**src/rtl/speriph_plug_arbiter.sv**
```systemverilog
// N-to-1 peripheral plug combiner: round-robin request arbitration with hold under
// back-pressure, and an in-order FIFO that routes each response back to its requester.
module speriph_plug_arbiter #(
  parameter int NB_PLUGS        = 2,
  parameter int ADDR_WIDTH      = 32,
  parameter int DATA_WIDTH      = 32,
  parameter int ID_WIDTH        = 5,
  parameter int MAX_OUTSTANDING = 2
) (
  input  logic                                       clk_i,
  input  logic                                       rst_i,
  input  logic [NB_PLUGS-1:0]                        s_req_i,
  input  logic [NB_PLUGS-1:0][ADDR_WIDTH-1:0]        s_add_i,
  input  logic [NB_PLUGS-1:0]                        s_wen_i,
  input  logic [NB_PLUGS-1:0][DATA_WIDTH-1:0]        s_wdata_i,
  input  logic [NB_PLUGS-1:0][DATA_WIDTH/8-1:0]      s_be_i,
  input  logic [NB_PLUGS-1:0][ID_WIDTH-1:0]          s_id_i,
  output logic [NB_PLUGS-1:0]                        s_gnt_o,
  output logic [NB_PLUGS-1:0]                        s_r_valid_o,
  output logic [DATA_WIDTH-1:0]                      s_r_rdata_o,
  output logic                                       s_r_opc_o,
  output logic [ID_WIDTH-1:0]                        s_r_id_o,
  output logic                                       m_req_o,
  output logic [ADDR_WIDTH-1:0]                      m_add_o,
  output logic                                       m_wen_o,
  output logic [DATA_WIDTH-1:0]                      m_wdata_o,
  output logic [DATA_WIDTH/8-1:0]                    m_be_o,
  output logic [ID_WIDTH-1:0]                        m_id_o,
  input  logic                                       m_gnt_i,
  input  logic                                       m_r_valid_i,
  input  logic [DATA_WIDTH-1:0]                      m_r_rdata_i,
  input  logic                                       m_r_opc_i,
  input  logic [ID_WIDTH-1:0]                        m_r_id_i,
  output logic [$clog2(MAX_OUTSTANDING+1)-1:0]       outstanding_o,
  output logic                                       err_o
);

  localparam int PW = $clog2(NB_PLUGS);
  localparam int FW = (MAX_OUTSTANDING > 1) ? $clog2(MAX_OUTSTANDING) : 1;
  localparam int CW = $clog2(MAX_OUTSTANDING + 1);
  localparam logic [CW-1:0] MAX_CNT   = CW'(MAX_OUTSTANDING);
  localparam logic [FW-1:0] LAST_SLOT = FW'(MAX_OUTSTANDING - 1);

  logic [PW-1:0] rr_ptr_q;
  logic          hold_q;
  logic [PW-1:0] held_idx_q;
  logic [PW-1:0] fifo_q [MAX_OUTSTANDING];
  logic [FW-1:0] head_q, tail_q;
  logic [CW-1:0] count_q;
  logic          err_q;

  logic [PW-1:0] rr_sel, sel;
  logic          found, hold_live, can_push, handshake, push, pop, orphan;

  function automatic logic [PW-1:0] wrap_add(input logic [PW-1:0] p, input int k);
    int s;
    s = int'(p) + k;
    if (s >= NB_PLUGS) s = s - NB_PLUGS;
    return s[PW-1:0];
  endfunction

  function automatic logic [FW-1:0] next_slot(input logic [FW-1:0] p);
    return (p == LAST_SLOT) ? '0 : p + FW'(1);
  endfunction

  // A held plug that drops its request loses the hold in the same cycle
  always_comb begin
    rr_sel    = rr_ptr_q;
    found     = 1'b0;
    for (int k = 0; k < NB_PLUGS; k++) begin
      if (!found && s_req_i[wrap_add(rr_ptr_q, k)]) begin
        found  = 1'b1;
        rr_sel = wrap_add(rr_ptr_q, k);
      end
    end
    hold_live = hold_q & s_req_i[held_idx_q];
    sel       = hold_live ? held_idx_q : rr_sel;
  end

  always_comb begin
    can_push  = (count_q < MAX_CNT) | m_r_valid_i;
    m_req_o   = (|s_req_i) & can_push;
    handshake = m_req_o & m_gnt_i;
    push      = handshake;
    pop       = m_r_valid_i & (count_q != '0);
    orphan    = m_r_valid_i & (count_q == '0);

    m_add_o   = '0;
    m_wen_o   = 1'b0;
    m_wdata_o = '0;
    m_be_o    = '0;
    m_id_o    = '0;
    if (m_req_o) begin
      m_add_o   = s_add_i[sel];
      m_wen_o   = s_wen_i[sel];
      m_wdata_o = s_wdata_i[sel];
      m_be_o    = s_be_i[sel];
      m_id_o    = s_id_i[sel];
    end

    s_gnt_o     = '0;
    s_r_valid_o = '0;
    for (int i = 0; i < NB_PLUGS; i++) begin
      s_gnt_o[i]     = handshake & (sel == PW'(i));
      s_r_valid_o[i] = pop & (fifo_q[head_q] == PW'(i));
    end
  end

  assign s_r_rdata_o   = m_r_rdata_i;
  assign s_r_opc_o     = m_r_opc_i;
  assign s_r_id_o      = m_r_id_i;
  assign outstanding_o = count_q;
  assign err_o         = err_q;

  always_ff @(posedge clk_i) begin
    if (rst_i) begin
      rr_ptr_q   <= '0;
      hold_q     <= 1'b0;
      held_idx_q <= '0;
      head_q     <= '0;
      tail_q     <= '0;
      count_q    <= '0;
      err_q      <= 1'b0;
    end else begin
      if (handshake) begin
        rr_ptr_q <= wrap_add(sel, 1);
        hold_q   <= 1'b0;
      end else if (m_req_o) begin
        hold_q     <= 1'b1;
        held_idx_q <= sel;
      end else if (!hold_live) begin
        hold_q <= 1'b0;
      end

      if (push) tail_q <= next_slot(tail_q);
      if (pop)  head_q <= next_slot(head_q);

      if (push && !pop)      count_q <= count_q + CW'(1);
      else if (pop && !push) count_q <= count_q - CW'(1);

      if (orphan) err_q <= 1'b1;
    end
  end

  // Slot contents need no reset: they are only read while the count says they are valid
  always_ff @(posedge clk_i) begin
    if (push) fifo_q[tail_q] <= sel;
  end

endmodule
```
**config.mk**
```make
export PLATFORM = sky130hd
export DESIGN_NAME = speriph_plug_arbiter
export DESIGN_NICKNAME = d
export VERILOG_FILES = /design/src/rtl/speriph_plug_arbiter.sv
export SDC_FILE = /design/constraint.sdc
export NUM_CORES = 1
export LEC_CHECK = 0
export CAP_MARGIN = 20
export CORE_AREA = 5 5 119 121
export CTS_CLUSTER_DIAMETER = 50
export DETAILED_ROUTE_END_ITERATION = 8
export DIE_AREA = 0 0 124 126
export GPL_TIMING_DRIVEN = 0
export PLACE_DENSITY_LB_ADDON = 0.15
export SLEW_MARGIN = 20
export SYNTH_ARGS = -nofsm -noshare
export SYNTH_HDL_FRONTEND = slang
export SYNTH_SLANG_ARGS = --single-unit
```
**constraint.sdc**
```tcl
create_clock -name clk_i -period 2.69 [get_ports clk_i]
set_clock_uncertainty 0.2 [all_clocks]
set_input_delay 0.538 -clock clk_i [delete_from_list [all_inputs] [get_ports clk_i]]
set_output_delay 0.538 -clock clk_i [all_outputs]
set_load 0.05 [all_outputs]
```
==> flow_summary.json, run 1 <==
{
  "io_pins": 312,
  "synth_adder_area_share_pct": 0.5907,
  "clkTransAtPathRegs_ns": 0.04,
  "drtAntennaViolNets": 0,
  "first_iter_violations": 83,
  "vdd_drop_max_v": 0.0005293,
  "holdWs_ns": 0.2789,
  "setup_violations": 0,
  "wl_per_cell_um": 17.01,
  "setup_slack_ns": 0.05083,
  "path_class": "input port to output pin",
  "drive_above_1_share_pct": 35.11,
  "synth-compound-area-share_pct": 22.21,
  "grt_pass1_wl_um": 19850,
  "synth-xor-area-share_pct": 1.654,
  "syn_inst": 358,
  "dpl.hpwl_um": 11010,
  "synth_warnings": 0,
  "gr-total-overflow": 0,
  "cts.path.max_buffers": 2,
  "leakage_nw": 2.420,
  "die_y_um": 126,
  "synth_top_family_by_area": "simple AND/OR/NAND/NOR gates",
  "via_per_inst": 4.480,
  "seq_area_frac_synth_pct": 11.34,
  "pre_cts_slack_ns": -1.243,
  "grt.total_usage_pct": 15.69,
  "critPathMaxFanout": 10,
  "fin_nets": 832,
  "fin_util_pct": 42.96,
  "min_from": "err_o$_SDFFE_PP0P_",
  "clockRootBuffer": "clkbuf_16",
  "pwr-share-comb_pct": 85.0,
  "grt_pass1_vias": 3759,
  "crit_end": "m_wdata_o[2]",
  "io_buffers": 272,
  "hold_buffers": 0,
  "rsz0062_at_grt": "yes",
  "switching_power_mw": 1.996,
  "die_area_um2": 15620,
  "insertion_delay_ns": 0.24,
  "drv_slew": 0,
  "antenna_found_initial": 0,
  "cp.required_ns": 1.95,
  "status": "complete, no violations",
  "period_share_pct": 98.11,
  "r2r_end": "outstanding_o[1]$_SDFFE_PP0P_",
  "yosys.cell_types.count": 30,
  "wl_um": 13850,
  "vias": 3647,
  "worst_setup_path_end_kind": "output pin",
  "cp_data_arrival_time_ns": 1.90,
  "regToRegSetupSlack_ns": 0.61,
  "syn_nets": 551,
  "crit_start": "s_req_i[1]",
  "hp-class": "flip-flop to flip-flop",
  "seq_power_share_pct": 7.3,
  "grt_start_max_net_pins": 11,
  "syn_area_um2": 2118,
  "p_per_area_nw_per_um2": 634.3,
  "cts_sinks": 11,
  "syn_to_final_growth_pct": 163.3,
  "place.gp.congestion": 0.8455,
  "finalCriticalPeriod_ns": 2.639,
  "p_int_mw": 1.541,
  "cts_tree": "built",
  "reg2reg_from": "outstanding_o[1]$_SDFFE_PP0P_",
  "cts_buffers": 3,
  "worstMarginPinSlew_ns": 0.5952,
  "finalSetupTns_ns": 0,
  "synth_simple_gate_area_share_pct": 39.40,
  "fmax_mhz": 378.9,
  "rows": 42,
  "critPathLaunchType": "input port",
  "slew_headroom_pct": 59.90,
  "fp.dieW_um": 124,
  "cts_max_level": 1,
  "drv_cap": 0,
  "ys_ff_latch": 11,
  "post-route-drc-count": 0,
  "core_um2": 12980,
  "synth_mux_area_share_pct": 0.4725,
  "syn_avg_cell_area_um2": 5.917,
  "firstDrtPassIters": 6,
  "initial_core_util_pct": 16.32,
  "hold_violations": 0,
  "p_clk_share_pct": 7.7,
  "reg2reg_depth": 4,
  "n_antenna_cell": 0,
  "swShare_pct": 56.44
}
final cells by class:
| class | instances | area [um^2] |
|---|---|---|
| multi-input cells | 262 | 1609 |
| flip-flops and latches | 11 | 240.2 |
| well taps | 176 | 220.2 |
| clock buffers | 3 | 75.07 |
| inverters | 6 | 22.52 |
| clock inverters | 1 | 5.005 |
| fillers | 1365 | 7403 |
| repair buffers | 276 | 2759 |
| plain buffers | 79 | 645.6 |
critical path: stages:
cell and delay, ns:
clkbuf_4 0.16, nor2b_4 0.16, o21ai_2 0.06, buf_4 0.15, and2_4 0.17, buf_8 0.15, buf_6 0.17, o21ai_2 0.17
buf_6 0.18
registers in the layout, indices dropped and copies added, names as in the netlist, named ones only:
signal         count
fifo_q             2
outstanding_o      2
err_o              1
head_q             1
held_idx_q         1
hold_q             1
rr_ptr_q           1
tail_q             1
cell families (layout without fill, tap and decap cells):
group                      after synthesis  after routing
AOI/OAI and AO/OA                       89             89
xor gates and xnor gates                 4              4
adders and majority gates                1              1
buffers and inverters                   85            365
DFF                                     11             11
muxes                                    1              1
and+or+nand+nor                        167            167
metal layers:
layer	vias to the layer above	track usage, %	routed length (um)
met5	-	0	0
met4	0	1.740	124
met3	10	4.619	1410
met2	179	29.81	7291
met1	1639	17.52	5024
li1	1819	-	-
stage by stage:
step / power, mW / area, um^2 / instances
after floorplan: 1.980 / 2118 / 358
after global placement: 2.977 / 5061 / 806
after detailed placement: 2.992 / 5061 / 806
after CTS: 3.412 / 5303 / 814
after global routing: 3.734 / 5577 / 814
final: 3.537 / 5577 / 814
cell usage after synthesis:
library cell,count,share of area [%]
nand2_1,75,13
nand4_1,74,22
o21ai_1,70,17
buf_4,45,16
buf_2,20,4.7
clkbuf_1,11,1.9
nor2_1,10,1.8
dfxtp_1,9,8.5
o21ai_0,8,1.9
a21oi_1,6,1.4
inv_1,4,0.71
xor2_1,4,1.7
clkbuf_2,2,0.47
edfxtp_1,2,2.8
inv_2,2,0.35
nor2b_1,2,0.59
a211o_1,1,0.41
a21oi_4,1,0.77
and2_1,1,0.30
and2_4,1,0.41
and3_1,1,0.30
buf_1,1,0.18
ha_1,1,0.59
mux2i_1,1,0.47
nand3b_1,1,0.35
nor3_1,1,0.24
o21a_1,1,0.35
o21ai_2,1,0.41
o221ai_1,1,0.41
or3_1,1,0.30
power groups by stage:
stage,Clock [mW],Sequential (mW),Combinational (mW)
5_1_grt,0.290,0.266,3.18
3_3_place_gp,0,0.256,2.72
2_1_floorplan,0,0.310,1.67
6_report,0.272,0.257,3.01
4_1_cts,0.278,0.256,2.88
3_5_place_dp,0,0.257,2.73
how the worst min path moves through the flow:
stage / depth (start not counted) / slack, ns / end
3_3_place_gp: 2 / 0.26 / err_o$_SDFFE_PP0P_
4_1_cts: 2 / 0.28 / err_o$_SDFFE_PP0P_
5_1_grt: 2 / 0.30 / err_o$_SDFFE_PP0P_
6_report: 2 / 0.28 / err_o$_SDFFE_PP0P_
3_5_place_dp: 2 / 0.27 / err_o$_SDFFE_PP0P_
2_1_floorplan: 2 / 0.27 / hold_q$_SDFFE_PP0P_
cells in the final DEF (no fill, tap or decap), types with 4 or more instances in the layout:
master / n
nor2_1: 10
xor2_1: 4
nand2_1: 75
dfxtp_1: 9
clkbuf_2: 13
nand4_1: 74
o21ai_1: 25
a21oi_1: 6
clkdlybuf4s50_1: 190
o21ai_2: 45
o21ai_4: 6
buf_8: 4
buf_4: 72
buf_6: 65
repair_timing:
| action | in CTS | in global routing |
|---|---|---|
| hold endpoints to repair | 0 | 0 |
| pin swaps | 1 | 0 |
| endpoints found under the setup margin | 79 | 75 |
| gates resized for setup | 566 | 75 |
| cloned | 1 | 0 |
| setup buffers | 3 | 0 |
No activity file was read; power rests on OpenSTA's default activity.
==> inputs of run 2 (changes only) <==
--- a/config.mk
+++ b/config.mk
@@ -6,10 +6,10 @@
 export NUM_CORES = 1
 export LEC_CHECK = 0
 export CAP_MARGIN = 20
-export CORE_AREA = 5 5 119 121
+export CORE_AREA = 8 8 115 117
 export CTS_CLUSTER_DIAMETER = 50
 export DETAILED_ROUTE_END_ITERATION = 8
-export DIE_AREA = 0 0 124 126
+export DIE_AREA = 0 0 123 125
 export GPL_TIMING_DRIVEN = 0
 export PLACE_DENSITY_LB_ADDON = 0.15
 export SLEW_MARGIN = 20
==> run 2 against run 1 <==
Against the previous run: final cell count shrank 3.7%; clock power is essentially flat; largest cell class unchanged; non-clock buffer count shrank 1; first-iteration DRC count grew 33%; sequential share of layout area grew 0.090 points; highest routed layer unchanged.
==> flow_summary.json, run 2 (synthesis results as in run 1) <==
{
  "drtAntennaViolNets": 0,
  "dp.cells": 777,
  "reg2reg_from": "outstanding_o[1]$_SDFFE_PP0P_",
  "crit_path_cell_trace": "clkdlybuf4s50_1 > o221ai_1 > a21oi_2 > buf_4",
  "cts_tree": "built",
  "cts_buffers": 3,
  "holdWs_ns": 0.2950,
  "clkTransAtPathRegs_ns": 0.04,
  "insertion_delay_ns": 0.24,
  "drive_above_1_share_pct": 29.36,
  "worstMarginPinSlew_ns": 0.5781,
  "cp.required_ns": 1.95,
  "wl_um": 14650,
  "drv_cap": 0,
  "max_stage_delay_ns": 0.54,
  "finalSetupTns_ns": 0,
  "dpl.hpwl_um": 11950,
  "multiInputGateArea_um2": 1444,
  "min_from": "err_o$_SDFFE_PP0P_",
  "initial_core_util_pct": 18.24,
  "wl_per_cell_um": 18.68,
  "place.gp.congestion": 0.7804,
  "fin_util_pct": 47.05,
  "io_pins": 312,
  "via_per_inst": 4.680,
  "cts_sinks": 11,
  "period_share_pct": 96.52,
  "die_y_um": 125,
  "fin_cells": 784,
  "grt_start_max_net_pins": 11,
  "grt_pass1_vias": 3809,
  "worst_setup_path_end_kind": "output pin",
  "io_buffers": 272,
  "first_iter_violations": 110,
  "leakage_nw": 2.398,
  "cp_data_arrival_time_ns": 1.86,
  "slowest_stage": "clkdlybuf4s50_1",
  "path_class": "input port to output pin",
  "syn_to_final_growth_pct": 157.9,
  "antenna_found_initial": 0,
  "cts.path.max_buffers": 2,
  "seq_area_um2": 240.2,
  "cts_max_level": 1,
  "gr-total-overflow": 0,
  "final_common_cell": "clkdlybuf4s50_1",
  "setup_violations": 0,
  "rows": 40,
  "hp-class": "flip-flop to flip-flop",
  "fin_nets": 831,
  "clockRootBuffer": "clkbuf_16",
  "finalCriticalPeriod_ns": 2.597,
  "regToRegSetupSlack_ns": 0.42,
  "critPathMaxFanout": 5,
  "mostFrequentLayoutCells": "clkdlybuf4s50_1 (190), nand2_1 (75), nand4_1 (74), buf_6 (68), buf_4 (65)",
  "status": "complete, no violations",
  "rsz0062_at_grt": "no",
  "fp.dieW_um": 123,
  "vias": 3669,
  "hold_violations": 0,
  "critPathLaunchType": "input port",
  "die_area_um2": 15380,
  "drv_slew": 0,
  "fmax_mhz": 385.1,
  "vdd_drop_max_v": 0.0004996,
  "fillers": 1227,
  "post-route-drc-count": 0,
  "core_um2": 11610,
  "n_antenna_cell": 0,
  "slew_headroom_pct": 61.06,
  "grt.total_usage_pct": 17.41,
  "p_per_area_nw_per_um2": 639.0,
  "firstDrtPassIters": 4,
  "crit_start": "m_gnt_i",
  "grt_pass1_wl_um": 21600
}
run 2: cell types whose count changed in the layout (fill, tap and decap cells not counted), moves of 2 or more:
cell      previous run  this run
buf_12               2         5
buf_2                2         4
buf_4               72        65
buf_6               65        68
clkbuf_2            13         9
o21ai_1             25        61
o21ai_2             45        13
o21ai_4              6         2
run 2: final timing paths:
path                                   endpoint  cells after the start
setup / recovery                     s_gnt_o[1]                      4
setup reg to reg  outstanding_o[1]$_SDFFE_PP0P_                      6
hold reg to reg              err_o$_SDFFE_PP0P_                      2
hold / removal               err_o$_SDFFE_PP0P_                      2
run 2: worst max-delay path, delay by kind of cell:
kind,cells,cell delay [ns]
buffers and inverters,2,0.77
AO/OA/AOI/OAI,2,0.55
run 2: power by group:
group | switching (mW) | internal, mW
logic | 1.83 | 1.13
registers | 0.0435 | 0.213
clock network | 0.0726 | 0.199
run 2: repair_timing:
item                                    4_1_cts  5_1_grt
gates resized for setup                     559       57
hold buffers                                  0        0
pin swaps                                     3        2
cloned                                        1        1
setup buffers                                 2        0
endpoints found under the setup margin       79       76
run 2: cell type report:
cell class / instances / share of cell area, %
Inverter: 6 / 0.4123
Buffer: 78 / 12.39
Tap cell: 147 / 3.367
Clock buffer: 4 / 1.443
Sequential cell: 11 / 4.398
Timing Repair Buffer: 276 / 51.56
Multi-Input combinational cell: 262 / 26.43
run 2: stage by stage:
stage / instance area, um^2 / setup WS (ns) / total power [mW]
final: 5463 / 0.09350 / 3.490
after global routing: 5463 / 0.01626 / 3.671
after CTS: 5271 / -0.003280 / 3.406
after detailed placement: 5025 / -1.305 / 2.995
after global placement: 5025 / -1.287 / 2.980
after floorplan: 2118 / 0.008746 / 1.980
run 2: metal layers:
metal | global-route usage, % | part of all wire (%)
met3 | 4.905 | 10
met1 | 17.91 | 35
met2 | 34.05 | 54
met4 | 2.481 | 0.95
met5 | 0 | 0
==> inputs of run 3 (changes only) <==
--- a/config.mk
+++ b/config.mk
@@ -5,9 +5,9 @@
 export SDC_FILE = /design/constraint.sdc
 export NUM_CORES = 1
 export LEC_CHECK = 0
+export ABC_AREA = 1
 export CAP_MARGIN = 20
 export CORE_AREA = 8 8 115 117
-export CTS_CLUSTER_DIAMETER = 50
 export DETAILED_ROUTE_END_ITERATION = 8
 export DIE_AREA = 0 0 123 125
 export GPL_TIMING_DRIVEN = 0
==> run 3 against run 2 <==
Against the previous run: total power decreased by 13%; first-iteration DRC count increased by 20%; global-route usage decreased by 1.4 points; final cell count increased by 22%; worst hold slack got worse by 0.028 ns; core utilization increased by 0.46 points; non-clock buffer count decreased by 5; clock-buffer cell count unchanged.
==> flow_summary.json, run 3 <==
{
  "synth-xor-area-share_pct": 0,
  "slowest_stage": "dlygate4sd2_1",
  "rows": 40,
  "hp-class": "flip-flop to flip-flop",
  "leakage_nw": 3.057,
  "core_um2": 11610,
  "syn_avg_cell_area_um2": 4.838,
  "yosys.cell_types.count": 22,
  "pre_cts_slack_ns": -0.9426,
  "yosysTopAreaCell": "nor2_1",
  "crit_path_cell_trace": "dlygate4sd2_1 > inv_1 > nand2_2 > nand2_2 > inv_4 > buf_2 > dlygate4sd2_1",
  "fin_util_pct": 47.51,
  "grt.total_usage_pct": 15.98,
  "slew_headroom_pct": 65.10,
  "synth_adder_area_share_pct": 0.4926,
  "io_pins": 312,
  "drv_slew": 0,
  "clockRootBuffer": "clkbuf_16",
  "fin_cells": 954,
  "syn_inst": 525,
  "n_antenna_cell": 0,
  "critical-path-top-delay-family": "buffers and inverters",
  "stdcell_area_um2": 5517,
  "hold_violations": 0,
  "cts.path.max_buffers": 2,
  "dpl_cell_area_um2": 5446,
  "final_common_cell": "clkdlybuf4s50_1",
  "fin_nets": 1001,
  "vdd_drop_max_v": 0.0004362,
  "synth_top_family_by_area": "simple AND/OR/NAND/NOR gates",
  "finalCriticalPeriod_ns": 2.587,
  "syn_nets": 718,
  "grt_pass1_vias": 4055,
  "hold_buffers": 0,
  "path_class": "input port to output pin",
  "syn_area_um2": 2540,
  "critPathMaxFanout": 10,
  "grt_pass1_wl_um": 20370,
  "yosysTopAreaCellShare_pct": 22.76,
  "synth_common_cells": "nor2_1 (154), nand2_1 (103), inv_1 (90)",
  "critPathLaunchType": "input port",
  "cts_max_level": 1,
  "rsz0062_at_grt": "no",
  "synth-compound-area-share_pct": 2.414,
  "worst_setup_path_end_kind": "output pin",
  "worstMarginPinSlew_ns": 0.5219,
  "clkTransAtPathRegs_ns": 0.04,
  "setup_slack_ns": 0.1033,
  "fmax_mhz": 386.6,
  "cts_tree": "built",
  "synth_mux_area_share_pct": 0,
  "insertion_delay_ns": 0.23,
  "status": "complete, no violations",
  "synthTopCellsByArea": "nor2_1 (23%), nand2_1 (15%), nand3_1 (15%)",
  "cts_buffers": 3,
  "dp.cells": 944,
  "synth_simple_gate_area_share_pct": 54.33,
  "p_per_area_nw_per_um2": 548.5,
  "first_iter_violations": 132,
  "yosys_most_used_dff": "dfxtp_1",
  "finalSetupTns_ns": 0,
  "seq_area_frac_synth_pct": 9.458,
  "post-route-drc-count": 0,
  "drive_above_1_share_pct": 21.31,
  "gr-total-overflow": 0,
  "crit_buf_inv": 5,
  "setup_violations": 0,
  "holdWs_ns": 0.2667,
  "grt_start_max_net_pins": 11,
  "firstDrtPassIters": 4,
  "io_buffers": 272,
  "syn_to_final_growth_pct": 117.2,
  "die_area_um2": 15380,
  "place.gp.congestion": 0.7869,
  "synthArstFlopShare_pct": 0,
  "cp_data_arrival_time_ns": 1.85,
  "antenna_found_initial": 1,
  "cts_sinks": 11,
  "synth_most_common_cell": "nor2_1",
  "mostFrequentLayoutCells": "clkdlybuf4s50_1 (190), nor2_1 (146), nand2_1 (99), inv_1 (90), buf_4 (83)",
  "cp.required_ns": 1.95,
  "synth_warnings": 0,
  "ys_ff_latch": 11,
  "fp.dieW_um": 123,
  "wl_per_cell_um": 14.19,
  "initial_core_util_pct": 21.88,
  "synth-edff-count": 2,
  "max_stage_delay_ns": 0.57,
  "drtAntennaViolNets": 0,
  "vias": 3953,
  "dpl.hpwl_um": 11400,
  "drv_cap": 0,
  "via_per_inst": 4.144,
  "power_mw": 3.026,
  "period_share_pct": 96.16,
  "die_y_um": 125,
  "wl_um": 13530
}
## run 3: cell types whose count changed after synthesis, sizes merged, moves of 4 or more
| cell | change |
|---|---|
| buf | -4 |
| nand4 | -73 |
| o21ai | -77 |
| xor2 | -4 |
| nor2 | +144 |
| nand3 | +78 |
| clkbuf | -4 |
| inv | +87 |
| nand2 | +28 |
## run 3: cell type report
class	count	area [um^2]
flip-flops and latches	11	240.2
clock buffers	4	78.83
inverters	93	351.6
repair buffers	278	2644
plain buffers	71	534.3
fillers	1241	6095
multi-input cells	350	1484
well taps	147	183.9
## run 3: where the power goes
part,internal [mW],leakage [nW],switching [mW]
Clock,0.199,0.0382,0.0681
Combinational,0.911,2.93,1.63
Sequential,0.199,0.0933,0.0204
## run 3: cell families after synthesis
logic type                 Yosys count
buffers and inverters              164
AOI/OAI and AO/OA                   11
DFF                                 11
adders and majority gates            1
and+or+nand+nor                    338
## run 3: path summary, 6_finish.rpt
check / from / endpoint / slack (ns) / cells after the start
setup / recovery: m_r_valid_i / m_req_o / 0.10 / 7
hold / removal: err_o$_SDFFE_PP0P_ / err_o$_SDFFE_PP0P_ / 0.27 / 2
setup reg to reg: outstanding_o[1]$_SDFFE_PP0P_ / outstanding_o[1]$_SDFFE_PP0P_ / 0.89 / 8
hold reg to reg: err_o$_SDFFE_PP0P_ / err_o$_SDFFE_PP0P_ / 0.27 / 2
## run 3: tightest hold or removal path: cells and delay by family (launching register included)
| family | cells | cell delay [ns] |
|---|---|---|
| DFF | 1 | 0.32 |
| and+or+nand+nor | 1 | 0.07 |
| AOI/OAI and AO/OA | 1 | 0.04 |
## run 3: repair_timing
item,in CTS,in global routing
gates cloned,4,0
setup buffers,2,0
pin swaps,1,11
resized for setup,463,47
endpoints found under the setup margin,79,77
endpoints found under the hold margin,0,0
## run 3: routing by layer
| layer | track usage, % | wire [um] | vias up |
|---|---|---|---|
| met1 | 15.92 | 4846 | 1710 |
| li1 | - | - | 2074 |
| met4 | 0.7796 | 55 | 2 |
| met2 | 31.74 | 7074 | 161 |
| met3 | 5.626 | 1544 | 6 |
| met5 | 0 | 13 | - |
